**config.mk**
```make
export PLATFORM = sky130hd
export DESIGN_NAME = t03_cpu_sequencer
export DESIGN_NICKNAME = d
export VERILOG_FILES = /design/src/rtl/t03_pkg.sv /design/src/rtl/t03_seq_wait_timer.sv /design/src/rtl/t03_cpu_sequencer.sv
export SDC_FILE = /design/constraint.sdc
export NUM_CORES = 1
export LEC_CHECK = 0
export CORE_MARGIN = 4
export CORE_UTILIZATION = 52
export DETAILED_ROUTE_END_ITERATION = 10
export PLACE_DENSITY_LB_ADDON = 0.2
export SYNTH_ARGS = -nofsm -noshare
export SYNTH_HDL_FRONTEND = slang
export SYNTH_HIERARCHICAL = 1
export SYNTH_SLANG_ARGS = --single-unit
```
**constraint.sdc**
```tcl
create_clock -name clk -period 6.4 [get_ports clk]
set_clock_uncertainty 0.2 [all_clocks]
set_input_delay 1.28 -clock clk [delete_from_list [all_inputs] [get_ports clk]]
set_output_delay 1.28 -clock clk [all_outputs]
set_load 0.01 [all_outputs]
```
**src/rtl/t03_pkg.sv**
```systemverilog
// Shared types and constants for the t03 RV32I core: sequencer state
// encoding and the major opcodes decoded by t03_control.
package t03_pkg;

  // Sequencer states; the encoding is visible on the o_state debug port.
  typedef enum logic [2:0] {
    ST_IDLE   = 3'd0,
    ST_FETCH  = 3'd1,
    ST_DECODE = 3'd2,
    ST_EXEC   = 3'd3,
    ST_MEM    = 3'd4,
    ST_WB     = 3'd5,
    ST_HALT   = 3'd6,
    ST_ERR    = 3'd7
  } t03_seq_state_t;

  // RV32I major opcodes, plus the all-zero opcode used as a halt marker.
  localparam logic [6:0] OP_RTYPE  = 7'b0110011;
  localparam logic [6:0] OP_ITYPE  = 7'b0010011;
  localparam logic [6:0] OP_LOAD   = 7'b0000011;
  localparam logic [6:0] OP_STORE  = 7'b0100011;
  localparam logic [6:0] OP_BRANCH = 7'b1100011;
  localparam logic [6:0] OP_JAL    = 7'b1101111;
  localparam logic [6:0] OP_JALR   = 7'b1100111;
  localparam logic [6:0] OP_LUI    = 7'b0110111;
  localparam logic [6:0] OP_AUIPC  = 7'b0010111;
  localparam logic [6:0] OP_HALT   = 7'b0000000;

endpackage

```
**src/rtl/t03_seq_wait_timer.sv**
```systemverilog
// Bus wait timer for the sequencer. Counts cycles spent waiting for an
// acknowledge and flags expiry on the last allowed wait cycle. A
// TIMEOUT_CYC of 0 disables expiry entirely.
module t03_seq_wait_timer #(
  parameter int TIMEOUT_CYC = 255
) (
  input  logic clk,
  input  logic nrst,
  input  logic clr,     // state is changing this cycle
  input  logic en,      // waiting in FETCH/MEM without an acknowledge
  output logic expire   // this is the last wait cycle allowed
);

  localparam int CW = (TIMEOUT_CYC > 1) ? $clog2(TIMEOUT_CYC) : 1;
  localparam logic [CW-1:0] LAST = (TIMEOUT_CYC > 0) ? CW'(TIMEOUT_CYC - 1) : '0;

  logic [CW-1:0] count;

  // Wait counter: cleared on every state change, saturates at LAST.
  always_ff @(posedge clk or negedge nrst) begin
    // NOTE: sequential state is written with non-blocking assignments only.
    if (!nrst) begin
      count <= '0;
    end else if (clr) begin
      count <= '0;
    end else if (en && (count != LAST)) begin
      count <= count + CW'(1);
    end
  end

  generate
    if (TIMEOUT_CYC == 0) begin : g_no_timeout
      assign expire = 1'b0;
    end else begin : g_timeout
      assign expire = en && (count == LAST);
    end
  endgenerate

endmodule

```
**src/rtl/t03_cpu_sequencer.sv**
```systemverilog
// Multi-cycle instruction sequencer for the t03 core. Steps each
// instruction through FETCH/DECODE/EXEC/MEM/WB, holds bus requests until
// acknowledged, gates PC / IR / register-file writes, halts on an all-zero
// opcode and traps bus waits that exceed TIMEOUT_CYC.
module t03_cpu_sequencer
  import t03_pkg::*;
#(
  parameter int TIMEOUT_CYC = 255,
  parameter int CNT_W       = 32
) (
  input  logic             clk,
  input  logic             nrst,
  input  logic             i_en,
  input  logic             i_resume,
  input  logic             i_ack,
  input  logic             i_memRead,
  input  logic             i_memWrite,
  input  logic             i_regWrite,
  input  logic [6:0]       i_opcode,
  output logic             o_ifetch,
  output logic             o_instr_ld,
  output logic             o_dread,
  output logic             o_dwrite,
  output logic             o_rf_we,
  output logic             o_pc_en,
  output logic             o_halted,
  output logic             o_timeout,
  output logic [2:0]       o_state,
  output logic [CNT_W-1:0] o_instret
);

  t03_seq_state_t   state_q;
  t03_seq_state_t   state_d;
  logic             wait_en;
  logic             wait_clr;
  logic             wait_expire;
  logic [CNT_W-1:0] instret_q;

  // Only bus-waiting states count toward the timeout; an ack stops the count.
  assign wait_en  = ((state_q == ST_FETCH) || (state_q == ST_MEM)) && !i_ack;
  assign wait_clr = (state_d != state_q);

  t03_seq_wait_timer #(
    .TIMEOUT_CYC (TIMEOUT_CYC)
  ) u_wait_timer (
    .clk    (clk),
    .nrst   (nrst),
    .clr    (wait_clr),
    .en     (wait_en),
    .expire (wait_expire)
  );

  // State register.
  always_ff @(posedge clk or negedge nrst) begin
    if (!nrst) begin
      state_q <= ST_IDLE;
    end else begin
      state_q <= state_d;
    end
  end

  // Next-state and output decode; ack beats timeout in the expiry cycle.
  always_comb begin
    // NOTE: every output gets a default first so no latch is inferred.
    state_d    = state_q;
    o_ifetch   = 1'b0;
    o_instr_ld = 1'b0;
    o_dread    = 1'b0;
    o_dwrite   = 1'b0;
    o_rf_we    = 1'b0;
    o_pc_en    = 1'b0;
    o_halted   = 1'b0;
    o_timeout  = 1'b0;
    case (state_q)
      ST_IDLE: begin
        if (i_en) state_d = ST_FETCH;
      end
      ST_FETCH: begin
        o_ifetch = 1'b1;
        if (i_ack) begin
          o_instr_ld = 1'b1;
          state_d    = ST_DECODE;
        end else if (wait_expire) begin
          state_d = ST_ERR;
        end
      end
      ST_DECODE: begin
        state_d = (i_opcode == OP_HALT) ? ST_HALT : ST_EXEC;
      end
      ST_EXEC: begin
        state_d = (i_memRead || i_memWrite) ? ST_MEM : ST_WB;
      end
      ST_MEM: begin
        // A read takes priority if the decoder flags both directions.
        o_dread  = i_memRead;
        o_dwrite = i_memWrite && !i_memRead;
        if (i_ack) begin
          state_d = ST_WB;
        end else if (wait_expire) begin
          state_d = ST_ERR;
        end
      end
      ST_WB: begin
        o_rf_we = i_regWrite;
        o_pc_en = 1'b1;
        state_d = i_en ? ST_FETCH : ST_IDLE;
      end
      ST_HALT: begin
        o_halted = 1'b1;
        if (i_resume) state_d = ST_IDLE;
      end
      ST_ERR: begin
        o_timeout = 1'b1;
        if (i_resume) state_d = ST_IDLE;
      end
      default: state_d = ST_IDLE;
    endcase
  end

  // Retired-instruction counter: one per WB cycle, wraps naturally.
  always_ff @(posedge clk or negedge nrst) begin
    if (!nrst) begin
      instret_q <= '0;
    end else if (state_q == ST_WB) begin
      instret_q <= instret_q + CNT_W'(1);
    end
  end

  assign o_state   = state_q;
  assign o_instret = instret_q;

endmodule

```
==> impl_results.md <==
* Status: complete, no violations
* Largest net degree at the start of global routing at 44
* Final period utilization at 64.6%
* CP Capture Type: primary output
* Synth area leader: dfrtp_1
* Cell count after placement at 317
* Slowest stage cell, crit path: clkdlybuf4s50_1
* Critical Path AT at 2650 ps
* GRT overflow at 0
* Final setup viols at 0
* Leak Pwr at 1.27 nW
* Yosys warnings at 6
* Pwr per Cell Area at 264 nW/um2
* CP startpoint: i_ack
* Peak supply drop at 173 uV
* WP depth at 4
* Synth area leaders: dfrtp_1 (48%), xnor2_1 (9.7%), nand2_1 (3.2%)
* RR Startpoint: o_state[0]
* Post-CTS Resized at 0
* Max Fanout on Critical Path at 5
* Slew HR at 39.4%
* Post-CTS setup buffers at 0
* Slew @ Worst Pin at 910 ps
* DP HPWL at 3270 um
* FMAX at 0.242 GHz
* Synthesized Nets at 234
* First-pass GRT wire length at 7710 um
* Post-Route WL at 4410 um
* Skew-Pair Late Insertion Delay at 290 ps
* CTS hold repair buffers at 0
* Vias/cell at 5.39
* Final core occ at 71.3%
* H-tree depth at 2
* Total CTS buffers at 5
* Crit-path max cell delay at 560 ps
* Vias in the first global route at 1704
* Share of cells above drive strength 1 at 9.45%
* Critical path cell sequence: clkdlybuf4s50_1 -> inv_1 -> nor3_1 -> clkdlybuf4s50_1
* GRT Total Usage at 17.8%
* Fin crit period at 4130 ps
* Post-synthesis register bit count at 43
* Synth Instances at 216
* Reg2reg path depth at 9
* Top cell by count, worst path: clkdlybuf4s50_1
* Area grow syn2layout at 29.6%
* CTS tree: built
* Antenna diodes at 0
* Max cap viols at 0
* Count of final hold-check violations at 0
* Async SR Flop Fraction at 100%
* Worst R2R End: u_wait_timer/count[4]
* Crit path capture: o_instr_ld
* Core ar. at 4120 um2
* Post-route insts no fill at 325
* Drt drc at 0
* Cell Area, Synth at 2260 um2
* Wire per inst at 13.6 um
* Die W at 74.0 um
* Routed vias at 1753
* Total Neg Setup Slack at 0 ps
* Top-count cell post-synth: dfrtp_1
* Root Buffer: clkbuf_8
* Initial antenna violation count at 0
* Detail Route Antenna Nets at 0
* Netlist cell types at 51
* Starting Density at 55.0%
* Final #Nets at 292
* Post-synth EDFFs at 0
* CP Buf/Inv Count at 3
* Setup CP Type: input port to primary output
* Max clock buf depth at 2
* Worst R2R Setup Slack at 3160 ps
* Slew Viols, Final at 0
* # rows at 23
* Number of port buffers at 57
* Starting DRT DRC Count at 92
* Unrepaired setup endpoints after global routing: false
* Worst-path clk slew at 80 ps
* Clock Sinks at 43
* Crit path max-delay family: buffers and inverters
* Critical path data required time at 4920 ps
* Min-delay worst type: flop to flop
* Die Height at 74.0 um
* RePlAce Congestion at 0.799
* Most used flip-flop cell after synthesis: dfrtp_1
* Yosys top cell area share at 47.5%
* DR pass1 iterations at 4
* Sequential cell area fraction in the yosys report at 47.5%
* Die area at 5470 um2
* IO Pins at 58
* Type of origin of the critical path: input port
* Syn_area_per_cell at 10.5 um2
* Synth top cells by count: dfrtp_1 (43), xnor2_1 (25), nand2_1 (19)
through the flow:
step	hold WS, ps	power, mW	setup WS, ps	area, um2
global route	314	0.823	1990	2930
global placement	261	0.608	2180	2850
CTS	280	0.780	2260	2930
floorplan	294	0.507	2960	2260
detailed placement	269	0.613	2100	2850
finish	273	0.775	2270	2930
placed cells by master (no fill, tap or decap), types with 2 or more instances in the layout:
master and instances:
a21oi_1 7, and2_1 3, and3_2 2, clkdlybuf4s50_1 56, a31oi_1 5, nor3b_1 2
nor2_1 15, dfrtp_1 43, clkbuf_8 5, and4_1 4, xor2_1 7, and3_1 6
nor3_4 2, ha_1 3, mux2_2 3, or3_1 2, nor2b_1 2, nor4_1 2
nand4_1 9, inv_1 6, a211oi_1 3, xnor2_1 25, nand2_1 19, nand3_1 10
nor3_1 5, o31a_1 2
final cells by class:
class                      instances  area [um2]
clock buffer                       6        72.6
clock inverter                     2        12.5
fill                             328        1180
inverter                           7        26.3
multi-input combinational        160        1120
sequential                        43        1080
tap                               50        62.6
timing repair buffer              57         566
power breakdown:
group	internal [mW]	switching, mW
registers	0.297	0.0595
clock network	0.0763	0.0926
logic	0.133	0.116
total	0.506	0.268
layer usage:
metal | up-vias | global-route usage, % | share of wire, %
li1 | 879 | - | -
met1 | 810 | 23.6 | 45
met2 | 59 | 28.9 | 47
met3 | 5 | 4.73 | 7.0
met4 | 0 | 4.83 | 0.98
met5 | - | 0 | 0
cell families after synthesis:
family | count (synthesis) | share of synthesized area, %
flip-flops | 43 | 47.5
buffers and inverters | 13 | 3.04
AO/OA/AOI/OAI | 24 | 7.52
multiplexers | 5 | 2.43
AND/OR/NAND/NOR | 96 | 25.4
XOR/XNOR | 32 | 12.4
adder cells (fa/ha/maj) | 3 | 1.66
state kept, by name (all words and copies together) (netlist names):
| signal | cells |
|---|---|
| o_instret | 32 |
| o_state | 3 |
| u_wait_timer/count | 8 |
worst min-delay path by stage:
stage,end,start,slack (ps),depth (start not counted)
finish,o_instret[31],o_instret[31],270,1
global route,o_instret[31],o_instret[31],310,1
CTS,o_instret[31],o_instret[31],280,1
detailed placement,o_instret[31],o_instret[31],270,1
global placement,o_instret[31],o_instret[31],260,1
floorplan,u_wait_timer/count[3],u_wait_timer/count[3],290,1
Power figures use the tool's default switching activity.
